File: src/rtl/stepper_controller.sv
// Memory-mapped full-step stepper sequencer.
// Runs a two-phase-on coil pattern and counts steps to completion.
module stepper_controller #(
    parameter logic [11:0]         BASE_ADDR      = 12'hF00,
    parameter int unsigned         PERIOD_W       = 24,
    parameter logic [PERIOD_W-1:0] DEFAULT_PERIOD = 24'd100000
) (
    input  logic        clock,
    input  logic        reset,
    input  logic        wren,
    input  logic [11:0] address,
    input  logic [31:0] data,
    output logic [31:0] q_ctrl,
    output logic [3:0]  phase,
    output logic [1:0]  enable,
    output logic        busy,
    output logic        done
);

    typedef enum logic {
        IDLE = 1'b0,
        RUN  = 1'b1
    } state_t;

    localparam logic [11:0] OFF_STEPS  = 12'd0;
    localparam logic [11:0] OFF_PERIOD = 12'd1;
    localparam logic [11:0] OFF_CTRL   = 12'd2;
    localparam logic [11:0] OFF_STATUS = 12'd3;
    localparam logic [11:0] OFF_POS    = 12'd4;
    localparam logic [11:0] WIN_WORDS  = 12'd5;

    localparam logic [PERIOD_W-1:0] MIN_PERIOD = PERIOD_W'(2);
    localparam logic [PERIOD_W-1:0] TIMER_LAST = PERIOD_W'(1);

    state_t state_q, state_d;

    logic [1:0]          idx_q, idx_d;
    logic [15:0]         pos_q, pos_d;
    logic [15:0]         rem_q, rem_d;
    logic                dir_q, dir_d;
    logic [PERIOD_W-1:0] timer_q, timer_d;
    logic [PERIOD_W-1:0] period_q, period_d;
    logic                hold_q, hold_d;
    logic                done_d;
    logic                drive_d;
    logic [31:0]         rd_data;

    logic [11:0] offset;
    logic        in_win;
    logic        wr_steps;
    logic        wr_period;
    logic        wr_ctrl;
    logic        wr_abort;
    logic        unused_data;

    // Coil pattern for each sequence index.
    function automatic logic [3:0] coil(input logic [1:0] i);
        logic [3:0] p;
        unique case (i)
            2'd0: p = 4'b1010;
            2'd1: p = 4'b0110;
            2'd2: p = 4'b0101;
            2'd3: p = 4'b1001;
            default: p = 4'b0000;
        endcase
        return p;
    endfunction

    // Window decode; the wrapping subtract keeps the compare one-sided.
    assign offset    = address - BASE_ADDR;
    assign in_win    = offset < WIN_WORDS;
    assign wr_steps  = wren && in_win && (offset == OFF_STEPS);
    assign wr_period = wren && in_win && (offset == OFF_PERIOD);
    assign wr_ctrl   = wren && in_win && (offset == OFF_CTRL);
    assign wr_abort  = wr_ctrl && data[0];

    assign unused_data = ^data;

    // Next-state and datapath update for the step sequencer.
    always_comb begin
        state_d = state_q;
        idx_d   = idx_q;
        pos_d   = pos_q;
        rem_d   = rem_q;
        dir_d   = dir_q;
        timer_d = timer_q;
        done_d  = 1'b0;
        unique case (state_q)
            IDLE: begin
                if (wr_steps && (data[15:0] != 16'd0)) begin
                    state_d = RUN;
                    rem_d   = data[15:0];
                    dir_d   = data[31];
                    timer_d = period_q;
                end
            end
            RUN: begin
                if (wr_abort) begin
                    state_d = IDLE;
                end else if (timer_q == TIMER_LAST) begin
                    if (dir_q) begin
                        idx_d = idx_q + 2'd1;
                        pos_d = pos_q + 16'd1;
                    end else begin
                        idx_d = idx_q - 2'd1;
                        pos_d = pos_q - 16'd1;
                    end
                    rem_d   = rem_q - 16'd1;
                    timer_d = period_q;
                    if (rem_q == 16'd1) begin
                        state_d = IDLE;
                        done_d  = 1'b1;
                    end
                end else begin
                    timer_d = timer_q - TIMER_LAST;
                end
            end
            default: state_d = IDLE;
        endcase
    end

    // Software-visible configuration registers.
    always_comb begin
        period_d = period_q;
        hold_d   = hold_q;
        if (wr_period) begin
            if (data[PERIOD_W-1:0] < MIN_PERIOD) begin
                period_d = MIN_PERIOD;
            end else begin
                period_d = data[PERIOD_W-1:0];
            end
        end
        if (wr_ctrl) begin
            hold_d = data[1];
        end
    end

    assign drive_d = (state_d == RUN) || hold_d;

    // State register.
    always_ff @(posedge clock) begin
        if (reset) begin
            state_q <= IDLE;
        end else begin
            state_q <= state_d;
        end
    end

    // Sequencer datapath and configuration registers.
    always_ff @(posedge clock) begin
        if (reset) begin
            idx_q    <= 2'd0;
            pos_q    <= 16'd0;
            rem_q    <= 16'd0;
            dir_q    <= 1'b0;
            timer_q  <= '0;
            period_q <= DEFAULT_PERIOD;
            hold_q   <= 1'b0;
        end else begin
            idx_q    <= idx_d;
            pos_q    <= pos_d;
            rem_q    <= rem_d;
            dir_q    <= dir_d;
            timer_q  <= timer_d;
            period_q <= period_d;
            hold_q   <= hold_d;
        end
    end

    // Registered coil and status outputs follow the next state.
    always_ff @(posedge clock) begin
        if (reset) begin
            phase  <= 4'b0000;
            enable <= 2'b00;
            busy   <= 1'b0;
            done   <= 1'b0;
        end else begin
            phase  <= drive_d ? coil(idx_d) : 4'b0000;
            enable <= drive_d ? 2'b11 : 2'b00;
            busy   <= (state_d == RUN);
            done   <= done_d;
        end
    end

    // Read mux over the register window.
    always_comb begin
        rd_data = 32'd0;
        if (in_win) begin
            unique case (offset)
                OFF_PERIOD: rd_data = 32'(period_q);
                OFF_CTRL:   rd_data = {30'd0, hold_q, 1'b0};
                OFF_STATUS: rd_data = {(state_q == RUN), dir_q, 14'd0, rem_q};
                OFF_POS:    rd_data = {{16{pos_q[15]}}, pos_q};
                default:    rd_data = 32'd0;
            endcase
        end
    end

    // One-cycle read latency.
    always_ff @(posedge clock) begin
        if (reset) begin
            q_ctrl <= 32'd0;
        end else begin
            q_ctrl <= rd_data;
        end
    end

endmodule

File: config.mk
export PLATFORM = sky130hd
export DESIGN_NAME = stepper_controller
export DESIGN_NICKNAME = d
export VERILOG_FILES = /design/src/rtl/stepper_controller.sv
export SDC_FILE = /design/constraint.sdc
export NUM_CORES = 1
export LEC_CHECK = 0
export BUFFER_PORTS_ARGS = -buffer_cell sky130_fd_sc_hd__clkbuf_2
export CAP_MARGIN = 20
export CORE_MARGIN = 2
export CORE_UTILIZATION = 29
export DETAILED_ROUTE_END_ITERATION = 6
export PLACE_DENSITY_LB_ADDON = 0.05
export SETUP_SLACK_MARGIN = 0.5
export SKIP_LAST_GASP = 1
export SYNTH_ARGS = -nofsm -noshare
export SYNTH_HDL_FRONTEND = slang
export SYNTH_SLANG_ARGS = --single-unit
File: constraint.sdc
create_clock -name clock -period 2.39 [get_ports clock]
set_input_delay 0 -clock clock [delete_from_list [all_inputs] [get_ports clock]]
set_output_delay 0 -clock clock [all_outputs]
set_load 0.01 [all_outputs]
==> impl_metrics.sql <==
INSERT INTO impl_metrics (metric_group, metric, value, unit) VALUES
('sta', 'fin_worst_skew', '0.007860', 'ns'),
('detailed_routing', 'detailroute.via_count', '6662', ''),
('detailed_routing', 'drt-initial-drc-count', '327', ''),
('synth', 'number_of_different_library_cells_in_the_post_synthesis_netlist', '64', ''),
('synth', 'seq_area_frac_synth', '37.79', '%'),
('floorplan', 'initial_core_util', '29.64', '%'),
('critical_path', 'reg2reg_setup_slack', '-0.01', 'ns'),
('worst_hold_path', 'worstHoldEndpoint', 'rem_q[11]', ''),
('sta', 'finalWorstSetupSlack', '-0.01113', 'ns'),
('outcome', 'run_status', 'finished with violations', ''),
('pwr', 'power.density', '466.4', 'mW/mm^2'),
('layout', 'finalNonFillerCells', '1276', ''),
('place', 'hpwlAfterDp', '16130', 'um'),
('layout', 'drive_gt1_share', '39.76', '%'),
('grt', 'globalRoute.totalOverflow', '0', ''),
('synth', 'post_synth_inst_count', '809', ''),
('clock_network', 'number_of_clock_buffers_inserted_by_tritoncts', '17', ''),
('floorplan', 'die-area', '0.02275', 'mm^2'),
('critical_path', 'critical_path_peak_fanout', '7', ''),
('sta', 'period_utilization_post_route', '100.5', '%'),
('sta', 'report.final.setup_viol', '1', ''),
('synth', 'count_of_flip_flops_with_a_built_in_enable_after_synthesis', '0', ''),
('critical_path', 'critical_path_depth', '9', ''),
('critical_path', 'wp_data_required', '2.69', 'ns'),
('layout', 'area_growth_syn_to_layout', '55.22', '%'),
('grt', 'initial_antenna_violation_count', '0', ''),
('critical_path', 'highest_delay_cell_along_the_critical_path', 'sky130_fd_sc_hd__a2111o_1', ''),
('critical_path', 'timing.critical_path.arrival', '2.71', 'ns'),
('critical_path', 'rr_startpoint', 'dir_q', ''),
('clock_network', 'maximum_root_to_sink_buffer_count', '2', ''),
('floorplan', 'die_x', '150.8', 'um'),
('clock_network', 'clk_pin_slew_worst_paths', '0.06', 'ns'),
('place', 'placement.cell_area', '0.007480', 'mm^2'),
('worst_hold_path', 'worstHoldPathType', 'input port to register', ''),
('pwr', 'vdd_drop_max', '0.4165', 'mV'),
('critical_path', 'worst_path_largest_cell_delay', '0.39', 'ns'),
('layout', 'final_common_cell', 'sky130_fd_sc_hd__dfxtp_1', ''),
('critical_path', 'r2r_end', 'pos_q[12]', ''),
('clock_network', 'clock_tree.htree_level_count', '4', ''),
('sta', 'final-max-slew-violation-count', '0', ''),
('grt', 'grt_first_pass_wirelength', '36790', 'um'),
('synth', 'synth_flop_cell', 'sky130_fd_sc_hd__dfxtp_1', ''),
('detailed_routing', 'drtPass1Iterations', '5', ''),
('layout', 'commonest_non_fill_non_tap_cells_in_the_layout', 'sky130_fd_sc_hd__dfxtp_1, sky130_fd_sc_hd__nand2_1, sky130_fd_sc_hd__clkbuf_2, sky130_fd_sc_hd__a21oi_1, sky130_fd_sc_hd__buf_4', ''),
('synth', 'synthesis.yosys.warnings', '0', ''),
('outcome', 'violations', 'negative setup slack', ''),
('sta', 'least_margin_pin_slew', '0.7556', 'ns'),
('synth', 'postSynthAreaPerCell', '7.727', 'um^2'),
('clock_network', 'cts_root_buffer', 'sky130_fd_sc_hd__clkbuf_16', ''),
('sta', 'maxSlewHeadroom', '49.57', '%'),
('synth', 'postSynthRegisterBits', '118', ''),
('layout', 'layout.nets', '1054', ''),
('worst_hold_path', 'hold_path.startpoint', 'data[11]', ''),
('layout', 'design_area', '0.009703', 'mm^2'),
('place', 'dp_cells', '1179', ''),
('critical_path', 'critical_path_class', 'register to register', ''),
('grt', 'grtUsageTotal', '21.08', '%'),
('critical_path', 'crit_path_start_kind', 'register', ''),
('critical_path', 'worst_setup_path_end_kind', 'register', ''),
('sta', 'report.final.hold_viol_count', '0', ''),
('synth', 'synth_async_sr_flop_share', '0', '%'),
('clock_network', 'tritoncts_clock_tree', 'yes', ''),
('grt', 'grt_max_degree', '52', ''),
('sta', 'post_route_setup_tns', '-0.01113', 'ns'),
('detailed_routing', 'wl_per_cell', '18.96', 'um'),
('sta', 'highest_clock_rate', '416.5', 'MHz'),
('detailed_routing', 'totalWireLength', '24190', 'um'),
('floorplan', 'design.portCount', '87', ''),
('sta', 'rsz0062_at_grt', 'true', ''),
('critical_path', 'worst_path_dominant_cell_family', 'compound AO/OA/AOI/OAI gates', ''),
('floorplan', 'die-height', '150.8', 'um');
-- what timing repair did --
action                                  in CTS  in global routing
hold buffers                                25                  0
buffers inserted                            20                 12
hold endpoints to repair                    32                  0
gates cloned                                 8                  0
endpoints found under the setup margin      65                 65
gates resized for setup                    111                126
pin swaps                                   63                 76
-- metal layers --
metal	part of all wire, %	track usage (%)	wire length, um
met5	0	0	0
met4	1.8	6.776	441
met3	2.9	3.102	704
met2	51	36.27	12370
met1	44	27.16	10680
-- registers in the layout (all words and copies together), names as in the netlist --
name,flops
phase,4
period_q,24
busy,1
q_ctrl,27
rem_q,16
pos_q,16
enable,1
done,1
hold_q,1
dir_q,1
timer_q,24
idx_q,2
-- cells in the mapped netlist (8+ instances only) --
cell type | number | share of area, %
sky130_fd_sc_hd__dfxtp_1 | 118 | 38
sky130_fd_sc_hd__inv_1 | 23 | 1.4
sky130_fd_sc_hd__o21a_1 | 8 | 0.96
sky130_fd_sc_hd__nor2b_1 | 10 | 1.0
sky130_fd_sc_hd__nor3_1 | 26 | 2.1
sky130_fd_sc_hd__and2_1 | 15 | 1.5
sky130_fd_sc_hd__o21ai_0 | 44 | 3.5
sky130_fd_sc_hd__a21o_1 | 13 | 1.6
sky130_fd_sc_hd__clkbuf_1 | 39 | 2.3
sky130_fd_sc_hd__buf_4 | 10 | 1.2
sky130_fd_sc_hd__nor2_1 | 60 | 3.6
sky130_fd_sc_hd__nand2_1 | 120 | 7.2
sky130_fd_sc_hd__nand3_1 | 22 | 1.8
sky130_fd_sc_hd__o21ai_1 | 21 | 1.7
sky130_fd_sc_hd__nor4_1 | 14 | 1.4
sky130_fd_sc_hd__xnor2_1 | 8 | 1.1
sky130_fd_sc_hd__a22oi_1 | 10 | 1.2
sky130_fd_sc_hd__a21oi_1 | 105 | 8.4
sky130_fd_sc_hd__ha_1 | 18 | 3.6
sky130_fd_sc_hd__or3_1 | 8 | 0.80
-- tightest hold or removal path, cell delays in order --
cell and delay (ns):
sky130_fd_sc_hd__clkbuf_2 0.11, sky130_fd_sc_hd__inv_1 0.05, sky130_fd_sc_hd__o21ai_0 0.12, sky130_fd_sc_hd__nand2_4 0.09, sky130_fd_sc_hd__a21oi_2 0.04
-- power by group --
group	internal (W)	switching, W
Sequential	0.00196	0.000000185
Clock	0.00136	0.00104
Combinational	0.0000677	0.0000979
-- per-stage QoR --
step | setup WS, ns | power [W] | hold WS (ns)
floorplan | -0.1852 | 0.002056 | 0.1242
global placement | -0.09373 | 0.002129 | 0.2553
detailed placement | -0.1011 | 0.002129 | 0.2630
CTS | -0.03659 | 0.004562 | 0.01124
global route | -0.1032 | 0.004674 | 0.07118
finish | -0.01113 | 0.004526 | 0.05161
-- layout make-up --
| class | count | area, um^2 |
|---|---|---|
| Tap cell | 275 | 344.1 |
| Sequential cell | 118 | 2379 |
| Clock inverter | 14 | 103.9 |
| Clock buffer | 18 | 439.2 |
| Inverter | 23 | 90.09 |
| Multi-Input combinational cell | 615 | 4487 |
| Fill cell | 2089 | 11380 |
| Timing Repair Buffer | 213 | 1861 |
-- kinds of logic (layout without fill, tap and decap cells) --
group | after synthesis | after routing | synth area share [%]
XOR/XNOR | 14 | 14 | 1.962
flip-flops | 118 | 118 | 37.79
AND/OR/NAND/NOR | 310 | 310 | 23.70
AO/OA/AOI/OAI | 259 | 260 | 25.24
buffers and inverters | 77 | 268 | 5.324
multiplexers | 12 | 12 | 2.062
adder cells (fa/ha/maj) | 19 | 19 | 3.923
-- worst max-delay path by stage --
stage | end
floorplan | pos_q[12]
global placement | pos_q[12]
detailed placement | pos_q[12]
CTS | pos_q[12]
global route | pos_q[13]
finish | pos_q[12]
Power figures use the tool's default switching activity.
